`src/rtl/rv_mc_sequencer_if.sv`:
```
// Memory handshake bundle between the multi-cycle sequencer and the
// instruction/data memories. The sequencer is the master (raises requests),
// the memories are the slave (return acks and the fetched word).
interface rv_mc_sequencer_if #(
    parameter int XLEN = 32
) ();
    logic            imem_req;
    logic            imem_ack;
    logic [XLEN-1:0] instruction;
    logic            dmem_req;
    logic            dmem_ack;

    modport master (
        output imem_req,
        input  imem_ack,
        input  instruction,
        output dmem_req,
        input  dmem_ack
    );

    modport slave (
        input  imem_req,
        output imem_ack,
        output instruction,
        input  dmem_req,
        output dmem_ack
    );
endinterface

```
`src/rtl/rv_mc_sequencer.sv`:
```
// Multi-cycle control sequencer for the RV32 core. Steps each instruction
// through FETCH, DECODE, EXECUTE, (MEM), WB over a req/ack memory handshake,
// holds the current instruction and observation output, and keeps saturating
// retired-instruction and busy-cycle counters. Every output is either a
// register or a decode of the registered state, so no input reaches an
// output combinationally.
module rv_mc_sequencer #(
    parameter int              XLEN      = 32,
    parameter int              CNT_W     = 32,
    parameter logic [XLEN-1:0] HALT_INSN = {XLEN{1'b0}}
) (
    input  logic             clk,
    input  logic             rst,
    rv_mc_sequencer_if.master mem_bus,
    input  logic             start_i,
    input  logic             mem_read_i,
    input  logic             mem_write_i,
    input  logic             reg_write_i,
    input  logic             out_type_i,
    input  logic [XLEN-1:0]  wb_data_i,
    input  logic [XLEN-1:0]  pc_i,
    output logic [XLEN-1:0]  ir_o,
    output logic             rf_we_o,
    output logic             pc_we_o,
    output logic [XLEN-1:0]  out_o,
    output logic             out_valid_o,
    output logic             exit_o,
    output logic             busy_o,
    output logic [CNT_W-1:0] retired_o,
    output logic [CNT_W-1:0] cycles_o
);

    localparam logic [2:0] S_IDLE    = 3'd0;
    localparam logic [2:0] S_FETCH   = 3'd1;
    localparam logic [2:0] S_DECODE  = 3'd2;
    localparam logic [2:0] S_EXECUTE = 3'd3;
    localparam logic [2:0] S_MEM     = 3'd4;
    localparam logic [2:0] S_WB      = 3'd5;
    localparam logic [2:0] S_HALT    = 3'd6;

    localparam logic [CNT_W-1:0] CNT_MAX = {CNT_W{1'b1}};
    localparam logic [CNT_W-1:0] CNT_ONE = {{(CNT_W-1){1'b0}}, 1'b1};

    // Counters stick at all-ones instead of wrapping.
    function automatic logic [CNT_W-1:0] sat_inc(input logic [CNT_W-1:0] v);
        if (v == CNT_MAX) begin
            return v;
        end else begin
            return v + CNT_ONE;
        end
    endfunction

    logic [2:0]       state_q,   state_d;
    logic [XLEN-1:0]  ir_q,      ir_d;
    logic [XLEN-1:0]  out_q,     out_d;
    logic             exit_q,    exit_d;
    logic             rf_we_q,   rf_we_d;
    logic [CNT_W-1:0] retired_q, retired_d;
    logic [CNT_W-1:0] cycles_q,  cycles_d;

    logic fetch_done_s;
    logic is_halt_s;
    logic busy_s;
    logic in_wb_s;

    assign fetch_done_s = (state_q == S_FETCH) && mem_bus.imem_ack;
    assign is_halt_s    = (mem_bus.instruction == HALT_INSN);
    assign busy_s       = (state_q != S_IDLE) && (state_q != S_HALT);
    assign in_wb_s      = (state_q == S_WB);

    // Next-state selection for the instruction sequencing FSM.
    always_comb begin
        state_d = state_q;
        case (state_q)
            S_IDLE: begin
                if (start_i) begin
                    state_d = S_FETCH;
                end else begin
                    state_d = S_IDLE;
                end
            end
            S_FETCH: begin
                if (mem_bus.imem_ack) begin
                    if (is_halt_s) begin
                        state_d = S_HALT;
                    end else begin
                        state_d = S_DECODE;
                    end
                end else begin
                    state_d = S_FETCH;
                end
            end
            S_DECODE:  state_d = S_EXECUTE;
            S_EXECUTE: begin
                if (mem_read_i || mem_write_i) begin
                    state_d = S_MEM;
                end else begin
                    state_d = S_WB;
                end
            end
            S_MEM: begin
                if (mem_bus.dmem_ack) begin
                    state_d = S_WB;
                end else begin
                    state_d = S_MEM;
                end
            end
            S_WB:      state_d = S_FETCH;
            S_HALT:    state_d = S_HALT;
            default:   state_d = S_IDLE;
        endcase
    end

    // Next values for the instruction, output, exit, enable and counter registers.
    always_comb begin
        ir_d      = ir_q;
        out_d     = out_q;
        exit_d    = exit_q;
        retired_d = retired_q;
        cycles_d  = cycles_q;
        if (fetch_done_s) begin
            ir_d   = mem_bus.instruction;
            exit_d = exit_q | is_halt_s;
        end else begin
            ir_d   = ir_q;
            exit_d = exit_q;
        end
        if (in_wb_s) begin
            out_d     = out_type_i ? pc_i : wb_data_i;
            retired_d = sat_inc(retired_q);
        end else begin
            out_d     = out_q;
            retired_d = retired_q;
        end
        if (busy_s) begin
            cycles_d = sat_inc(cycles_q);
        end else begin
            cycles_d = cycles_q;
        end
        // reg_write is held by the control unit for the whole instruction, so
        // sampling it on the edge into WB gives a registered rf_we for WB.
        rf_we_d = (state_d == S_WB) && reg_write_i;
    end

    // State and datapath-control registers; rst clears everything at once,
    // which also drops any outstanding memory request asynchronously.
    always_ff @(posedge clk or posedge rst) begin
        if (rst) begin
            state_q   <= S_IDLE;
            ir_q      <= {XLEN{1'b0}};
            out_q     <= {XLEN{1'b0}};
            exit_q    <= 1'b0;
            rf_we_q   <= 1'b0;
            retired_q <= {CNT_W{1'b0}};
            cycles_q  <= {CNT_W{1'b0}};
        end else begin
            state_q   <= state_d;
            ir_q      <= ir_d;
            out_q     <= out_d;
            exit_q    <= exit_d;
            rf_we_q   <= rf_we_d;
            retired_q <= retired_d;
            cycles_q  <= cycles_d;
        end
    end

    assign mem_bus.imem_req = (state_q == S_FETCH);
    assign mem_bus.dmem_req = (state_q == S_MEM);
    assign ir_o             = ir_q;
    assign rf_we_o          = rf_we_q;
    assign pc_we_o          = in_wb_s;
    assign out_o            = out_q;
    assign out_valid_o      = in_wb_s;
    assign exit_o           = exit_q;
    assign busy_o           = busy_s;
    assign retired_o        = retired_q;
    assign cycles_o         = cycles_q;

endmodule

```
`src/flat_wrapper.sv`:
```
// flat-port wrapper written by rule: the top's interface ports become plain ports
module rv_mc_sequencer_flat 
#(
    parameter int              XLEN      = 32,
    parameter int              CNT_W     = 32,
    parameter logic [XLEN-1:0] HALT_INSN = {XLEN{1'b0}}
)
  (clk, rst, start_i, mem_read_i, mem_write_i, reg_write_i, out_type_i, wb_data_i, pc_i, ir_o, rf_we_o, pc_we_o, out_o, out_valid_o, exit_o, busy_o, retired_o, cycles_o, mem_bus_imem_req, mem_bus_imem_ack, mem_bus_instruction, mem_bus_dmem_req, mem_bus_dmem_ack);
  rv_mc_sequencer_if #(.XLEN(XLEN)) mem_bus_i ();
  input  logic clk;
  input  logic rst;
  input  logic start_i;
  input  logic mem_read_i;
  input  logic mem_write_i;
  input  logic reg_write_i;
  input  logic out_type_i;
  input  logic [XLEN-1:0] wb_data_i;
  input  logic [XLEN-1:0] pc_i;
  output logic [XLEN-1:0] ir_o;
  output logic rf_we_o;
  output logic pc_we_o;
  output logic [XLEN-1:0] out_o;
  output logic out_valid_o;
  output logic exit_o;
  output logic busy_o;
  output logic [CNT_W-1:0] retired_o;
  output logic [CNT_W-1:0] cycles_o;
  output wire logic [$bits(mem_bus_i.imem_req)-1:0] mem_bus_imem_req;
  input wire logic [$bits(mem_bus_i.imem_ack)-1:0] mem_bus_imem_ack;
  input wire logic [$bits(mem_bus_i.instruction)-1:0] mem_bus_instruction;
  output wire logic [$bits(mem_bus_i.dmem_req)-1:0] mem_bus_dmem_req;
  input wire logic [$bits(mem_bus_i.dmem_ack)-1:0] mem_bus_dmem_ack;
  assign mem_bus_imem_req = mem_bus_i.imem_req;
  assign mem_bus_i.imem_ack = mem_bus_imem_ack;
  assign mem_bus_i.instruction = mem_bus_instruction;
  assign mem_bus_dmem_req = mem_bus_i.dmem_req;
  assign mem_bus_i.dmem_ack = mem_bus_dmem_ack;
  rv_mc_sequencer #(.XLEN(XLEN), .CNT_W(CNT_W), .HALT_INSN(HALT_INSN)) u_core (.clk(clk), .rst(rst), .mem_bus(mem_bus_i), .start_i(start_i), .mem_read_i(mem_read_i), .mem_write_i(mem_write_i), .reg_write_i(reg_write_i), .out_type_i(out_type_i), .wb_data_i(wb_data_i), .pc_i(pc_i), .ir_o(ir_o), .rf_we_o(rf_we_o), .pc_we_o(pc_we_o), .out_o(out_o), .out_valid_o(out_valid_o), .exit_o(exit_o), .busy_o(busy_o), .retired_o(retired_o), .cycles_o(cycles_o));
endmodule
```
`config.mk`:
```
export PLATFORM = sky130hd
export DESIGN_NAME = rv_mc_sequencer_flat
export DESIGN_NICKNAME = d
export VERILOG_FILES = /design/src/rtl/rv_mc_sequencer_if.sv /design/src/rtl/rv_mc_sequencer.sv /design/src/flat_wrapper.sv
export SDC_FILE = /design/constraint.sdc
export NUM_CORES = 1
export LEC_CHECK = 0
export BUFFER_PORTS_ARGS = -buffer_cell sky130_fd_sc_hd__clkbuf_2
export CAP_MARGIN = 20
export CORE_ASPECT_RATIO = 0.7
export CORE_MARGIN = 1
export CORE_UTILIZATION = 48
export CTS_CLUSTER_DIAMETER = 100
export DETAILED_ROUTE_END_ITERATION = 6
export GPL_TIMING_DRIVEN = 1
export PLACE_DENSITY = 0.77
export REMOVE_ABC_BUFFERS = 1
export SLEW_MARGIN = 20
export SYNTH_ARGS = -nofsm -noshare
export SYNTH_HDL_FRONTEND = slang
export SYNTH_SLANG_ARGS = --single-unit
export TNS_END_PERCENT = 10
```
`constraint.sdc`:
```
create_clock -name clk -period 4.8 [get_ports clk]
set_input_delay 0 -clock clk [delete_from_list [all_inputs] [get_ports clk]]
set_output_delay 0 -clock clk [all_outputs]
set_load 0.02 [all_outputs]
```
==> impl_metrics.toml, run 1 <==
[synthesis]
yosys-top-cells-area = "dfrtp_1 (57%), xnor2_1 (7.6%), mux2_2 (6.3%)"
synth_compound_area_share_pct = 4.209
yosys.cell_types.count = 38
synthMuxAreaShare_pct = 11.81
synth_top_family_by_area = "simple AND/OR/NAND/NOR gates"
synth_flop_cell = "dfrtp_1"
synth_top_area_cell = "dfrtp_1"
synth_top_area_share_pct = 56.83
netlist_area_um2 = 5857
synth_edf_count = 0
synthXorXnorAreaFrac_pct = 9.272
yosysSeqAreaShare_pct = 56.83
synth_most_common_cell = "dfrtp_1"
synthSimpleGateAreaFrac_pct = 15.83
syn_avg_cell_area_um2 = 11.60
synth_warnings = 0
yosys.area_share.adder_pct = 0.4273
synthTopCellsByCount = "dfrtp_1 (133), nand2_1 (62), xnor2_1 (51)"
async_flop_share_pct = 100.0
ys_ff_latch = 133
synth_cells = 505

[sta]
setup_viol = 0
worstMarginPinSlew_ps = 1106
slew-limit-headroom_pct = 26.26
skew_ps = 12.03
rsz0062_at_grt = "false"
slew_viol_final = 0
post-route-period-util_pct = 49.92
setup_tns_ps = 0
period_minus_slack_ps = 2396
hold_viol = 0
fmax_mhz = 417.3

[worst_setup_path]
slowest_stage = "nor4_1"
arrival_ps = 2690
crit_path_max_fanout = 6
crit_chain = "ha_1, and3_1, nand4_1, o31ai_2, nor4_1, nand4_1, xnor2_1"
critPathKind = "flip-flop to flip-flop"
worst_path_most_repeated_cell = "nand4_1"
end_kind = "flip-flop"
start_kind = "flip-flop"
cp_num_buf_inv = 0
cp.required_ps = 5100
worst_path_dominant_cell_family = "simple AND/OR/NAND/NOR gates"
slowest_delay_ps = 680

[detailed_routing]
routed_wl_um = 17330
vias = 5340
route.detailed.drc = 0
wl_per_cell_um = 17.00
drt_iter0_drc = 318
avgViaCountPerCell = 5.240
ant_nets = 0
drt-pass1-iter-count = 5

[clock_network]
cts_resized = 0
clk_path_buf_depth = 2
hold_buffers = 100
path_clk_slew_ps = 60
clk_latency_ps = 410
postCtsSetupRepairBufs = 0
cts.htree.levels = 4
clock-root-buffer = "clkbuf_16"
cts_inserted_buffers = 17
cts_tree = "yes"
cts_sinks = 133

[global_route]
grt_util_all_layers_pct = 28.38
grt_pass1_vias = 5523
grt_overflow = 0
grt_pass1_wl_um = 27420
grt_max_degree = 74
antenna_found_initial = 0

[finish]
drive_gt1_share_pct = 36.19
multi_input_area_um2 = 2436
fin_nets = 956
register_area_um2 = 3328
fillers = 796
area.growth.synth_to_final_pct = 50.97
antenna_cells = 0
finalInstanceArea_um2 = 8842

[die]
die_w_um = 134.0
die-area_um2 = 12650
start_util_pct = 49.60
die_h_um = 94.42
io_pins = 240
core_area_um2 = 11810
num_rows = 33

[power_and_ir_drop]
p_per_area_nw_per_um2 = 541.0
static-leakage-power_nw = 4.410
max-vdd-ir-drop_mv = 0.3152

[placement]
place_area_um2 = 7208
finalWeightedCongestion = 0.8782
place_hpwl_um = 10910
port_buffers = 239

[min_path]
min_path_type = "primary input to flip-flop"

[job]
drv_cap = 0

[status]
status = "complete, no violations"
[layout by cell type (no fill, tap or decap), drive strengths merged]
master	netlist	layout
o31ai	2	2
and2	6	6
clkbuf	15	260
buf	2	3
nand2	62	62
nand2b	3	3
nor4	11	11
mux2	33	33
nand3	20	20
nor4b	2	2
ha	2	2
dlygate4sd3	0	100
nor3b	2	2
nand4	27	27
nor3	5	5
nor2b	1	1
nand3b	1	1
clkinvlp	0	1
o21ai	35	35
o211ai	1	1
and4	9	9
a21oi	1	1
o22a	1	1
mux2i	32	32
a22oi	2	2
clkinv	0	4
o31a	1	1
dfrtp	133	133
bufinv	0	4
inv	7	9
o22ai	1	1
or4	2	2
or2	1	1
and3	9	9
xnor2	51	51
xor2	11	11
nor2	14	14
[report_power, final]
part / internal (mW) / switching, mW / total, mW
logic: 0.652 / 1.04 / 1.69
registers: 1.46 / 0.245 / 1.71
clock network: 0.900 / 0.486 / 1.39
[logic make-up (layout without fill, tap and decap cells)]
logic type | after synthesis | count (layout)
simple gates | 175 | 175
xor+xnor | 62 | 62
mux | 65 | 65
flops | 133 | 133
compound gates | 44 | 44
fa+ha+maj | 2 | 2
buf+inv | 24 | 381
[routing by layer]
layer | vias up | track usage [%] | routed length (um)
met3 | 45 | 7.461 | 1212
met1 | 2574 | 32.09 | 6964
li1 | 2480 | - | -
met2 | 241 | 50.39 | 8636
met4 | 0 | 13.95 | 513
met5 | - | 0 | 0
[tightest hold or removal path: cells and delay by family]
| family | cells | cell delay [ps] |
|---|---|---|
| AND/OR/NAND/NOR | 2 | 210 |
| multiplexers | 1 | 240 |
| buffers and inverters | 1 | 80 |
[state kept, by name (all words and copies together), names as in the netlist]
register / flops
u_core.ir_o: 32
u_core.state_q: 3
u_core.cycles_o: 32
u_core.rf_we_o: 1
u_core.retired_o: 32
u_core.out_o: 32
u_core.exit_o: 1
[final cells by class]
type / instances / area share (%)
inverters: 7 / 0.3255
flip-flops and latches: 133 / 37.64
multi-input cells: 348 / 27.55
clock buffers: 21 / 5.207
clock inverters: 11 / 1.953
repair buffers: 342 / 25.10
well taps: 157 / 2.222
[through the flow]
step           std cells  hold slack, ps  utilization, %  setup slack (ps)  power [mW]
6_report            1019           150.4           74.88              2404       4.783
5_1_grt             1019           176.2           74.88              2240       5.028
4_1_cts             1019           143.7           74.88              2416       4.764
3_5_place_dp         887           245.2           61.04              2477       3.291
3_3_place_gp         887           222.9           61.04              2524       3.225
2_1_floorplan        488           151.7               -              1246       2.688
[path summary, 6_finish.rpt]
path	from	endpoint	slack, ps	cells after the start
worst max-delay path	u_core.cycles_o[0]	u_core.cycles_o[29]	2400	7
worst min-delay path	mem_bus_imem_ack	u_core.ir_o[2]	150	4
worst max register to register	u_core.cycles_o[0]	u_core.cycles_o[29]	2400	7
worst min register to register	u_core.exit_o	u_core.exit_o	460	1
max in group asynchronous	rst	u_core.cycles_o[25]	3140	4
min in group asynchronous	rst	u_core.out_o[12]	370	3
Power figures use the tool's default switching activity.
==> run 2, diff against run 1 <==
Clock period 4.8 ns to 2.37 ns, I/O delays scaled along.
==> impl_metrics.toml, run 2 (synthesized netlist as in run 1, its figures left out) <==
[worst_setup_path]
cp.required_ps = 2650
worst_path_dominant_cell_family = "simple AND/OR/NAND/NOR gates"
start_kind = "flip-flop"
arrival_ps = 2550
crit_chain = "nand4_1, or4_1, nor3_4, nor2b_1, and2_1, xor2_1"
cp_num_buf_inv = 0
slowest_stage = "or4_1"
critPathKind = "flip-flop to flip-flop"
slowest_delay_ps = 650
end_kind = "flip-flop"
crit_path_max_fanout = 6

[power_and_ir_drop]
p_seq_share_pct = 35.4
clkPwrFrac_pct = 28.6
p_switching_mw = 3.582
p_per_area_nw_per_um2 = 1087
switching_share_pct = 36.85
static-leakage-power_nw = 4.462
p_comb_share_pct = 36.0
max-vdd-ir-drop_mv = 0.6683
power.internal_mw = 6.137

[placement]
port_buffers = 239
finalWeightedCongestion = 0.8365
place_area_um2 = 7296
place_hpwl_um = 11550

[status]
status = "complete, no violations"

[sta]
worstMarginPinSlew_ps = 573.6
hold_viol = 0
rsz0062_at_grt = "true"
slew-limit-headroom_pct = 61.76
fmax_mhz = 441.1
skew_ps = 17.34
post-route-period-util_pct = 95.66
setup_viol = 0
slew_viol_final = 0
period_minus_slack_ps = 2267
setup_tns_ps = 0

[die]
num_rows = 33
die_w_um = 134.0
io_pins = 240
start_util_pct = 49.60
core_area_um2 = 11810
die_h_um = 94.42
die-area_um2 = 12650

[global_route]
grt_pass1_wl_um = 27750
grt_max_degree = 68
antenna_found_initial = 0
grt_pass1_vias = 5506
grt_overflow = 0
grt_util_all_layers_pct = 28.85

[finish]
layout_common_cells = "clkbuf_2 (239), dfrtp_1 (133), dlygate4sd3_1 (100)"
fin_nets = 966
finalInstanceArea_um2 = 8942
fillers = 767
area.growth.synth_to_final_pct = 52.68
drive_gt1_share_pct = 37.04
antenna_cells = 0
final_common_cell = "clkbuf_2"

[clock_network]
cts_sinks = 133
clock-root-buffer = "clkbuf_16"
cts.htree.levels = 4
clk_latency_ps = 410
cts_inserted_buffers = 17
path_clk_slew_ps = 60
cts_tree = "yes"
clk_path_buf_depth = 2
postCtsSetupRepairBufs = 0

[detailed_routing]
routed_wl_um = 17620
ant_nets = 0
drt_iter0_drc = 289
vias = 5413
route.detailed.drc = 0
avgViaCountPerCell = 5.260
wl_per_cell_um = 17.13
drt-pass1-iter-count = 5

[job]
drv_cap = 0

[min_path]
min_path_type = "primary input to flip-flop"
run 2: metal layers:
layer | part of all wire, % | track usage (%) | up-vias
li1 | - | - | 2499
met1 | 41 | 33.67 | 2624
met2 | 49 | 49.18 | 245
met3 | 7.0 | 8.588 | 45
met4 | 2.9 | 14.04 | 0
met5 | 0 | 0 | -
run 2: power by group through the flow:
stage | Clock, mW | Sequential [mW] | Combinational [mW]
after floorplan | 0 | 4.20 | 1.24
after global placement | 0 | 3.40 | 3.21
after detailed placement | 0 | 3.45 | 3.30
after CTS | 2.81 | 3.42 | 3.46
after global routing | 2.91 | 3.53 | 3.77
final | 2.78 | 3.44 | 3.50
run 2: worst reg2reg max path, stage by stage, from the launching register on:
cell     delay, ps
dfrtp_1        440
nand4_1        300
or4_1          650
nor3_4         280
nor2b_1        170
and2_1         180
xor2_1         140
run 2: final cells by class:
| type | count | area (um^2) | share of cell area, % |
|---|---|---|---|
| clock buffer | 21 | 450.4 | 5.037 |
| clock inverter | 11 | 175.2 | 1.959 |
| sequential | 133 | 3328 | 37.22 |
| tap | 157 | 196.4 | 2.197 |
| inverter | 7 | 28.78 | 0.3218 |
| multi-input combinational | 348 | 2456 | 27.47 |
| timing repair buffer | 352 | 2307 | 25.80 |
run 2: metrics by stage:
stage / std cells / total power [mW] / hold WS, ps / worst slack, ps / utilization, %
finish: 1029 / 9.719 / 180.0 / 102.8 / 75.73
global route: 1029 / 10.21 / 220.2 / -9.248 / 75.73
CTS: 1029 / 9.696 / 174.4 / 121.0 / 75.56
detailed placement: 897 / 6.742 / 60.75 / 160.1 / 61.78
global placement: 897 / 6.607 / 55.71 / 252.4 / 61.78
floorplan: 488 / 5.445 / 151.7 / -1184 / -
run 2: timing repair:
item | CTS | global route
endpoints found under the hold margin | 103 | 0
setup endpoints to repair | 0 | 8
hold buffers | 100 | 0
resized for setup | 0 | 3
run 2: path summary, 6_finish.rpt:
| check | cells after the start | startpoint | end | slack, ps |
|---|---|---|---|---|
| min in group asynchronous | 3 | rst | u_core.out_o[18] | 190 |
| setup reg to reg | 6 | u_core.retired_o[3] | u_core.retired_o[15] | 100 |
| hold / removal | 6 | mem_bus_imem_ack | u_core.state_q[2] | 180 |
| max in group asynchronous | 4 | rst | u_core.retired_o[20] | 1400 |
| hold reg to reg | 2 | u_core.out_o[20] | u_core.out_o[20] | 480 |
| setup / recovery | 6 | u_core.retired_o[3] | u_core.retired_o[15] | 100 |
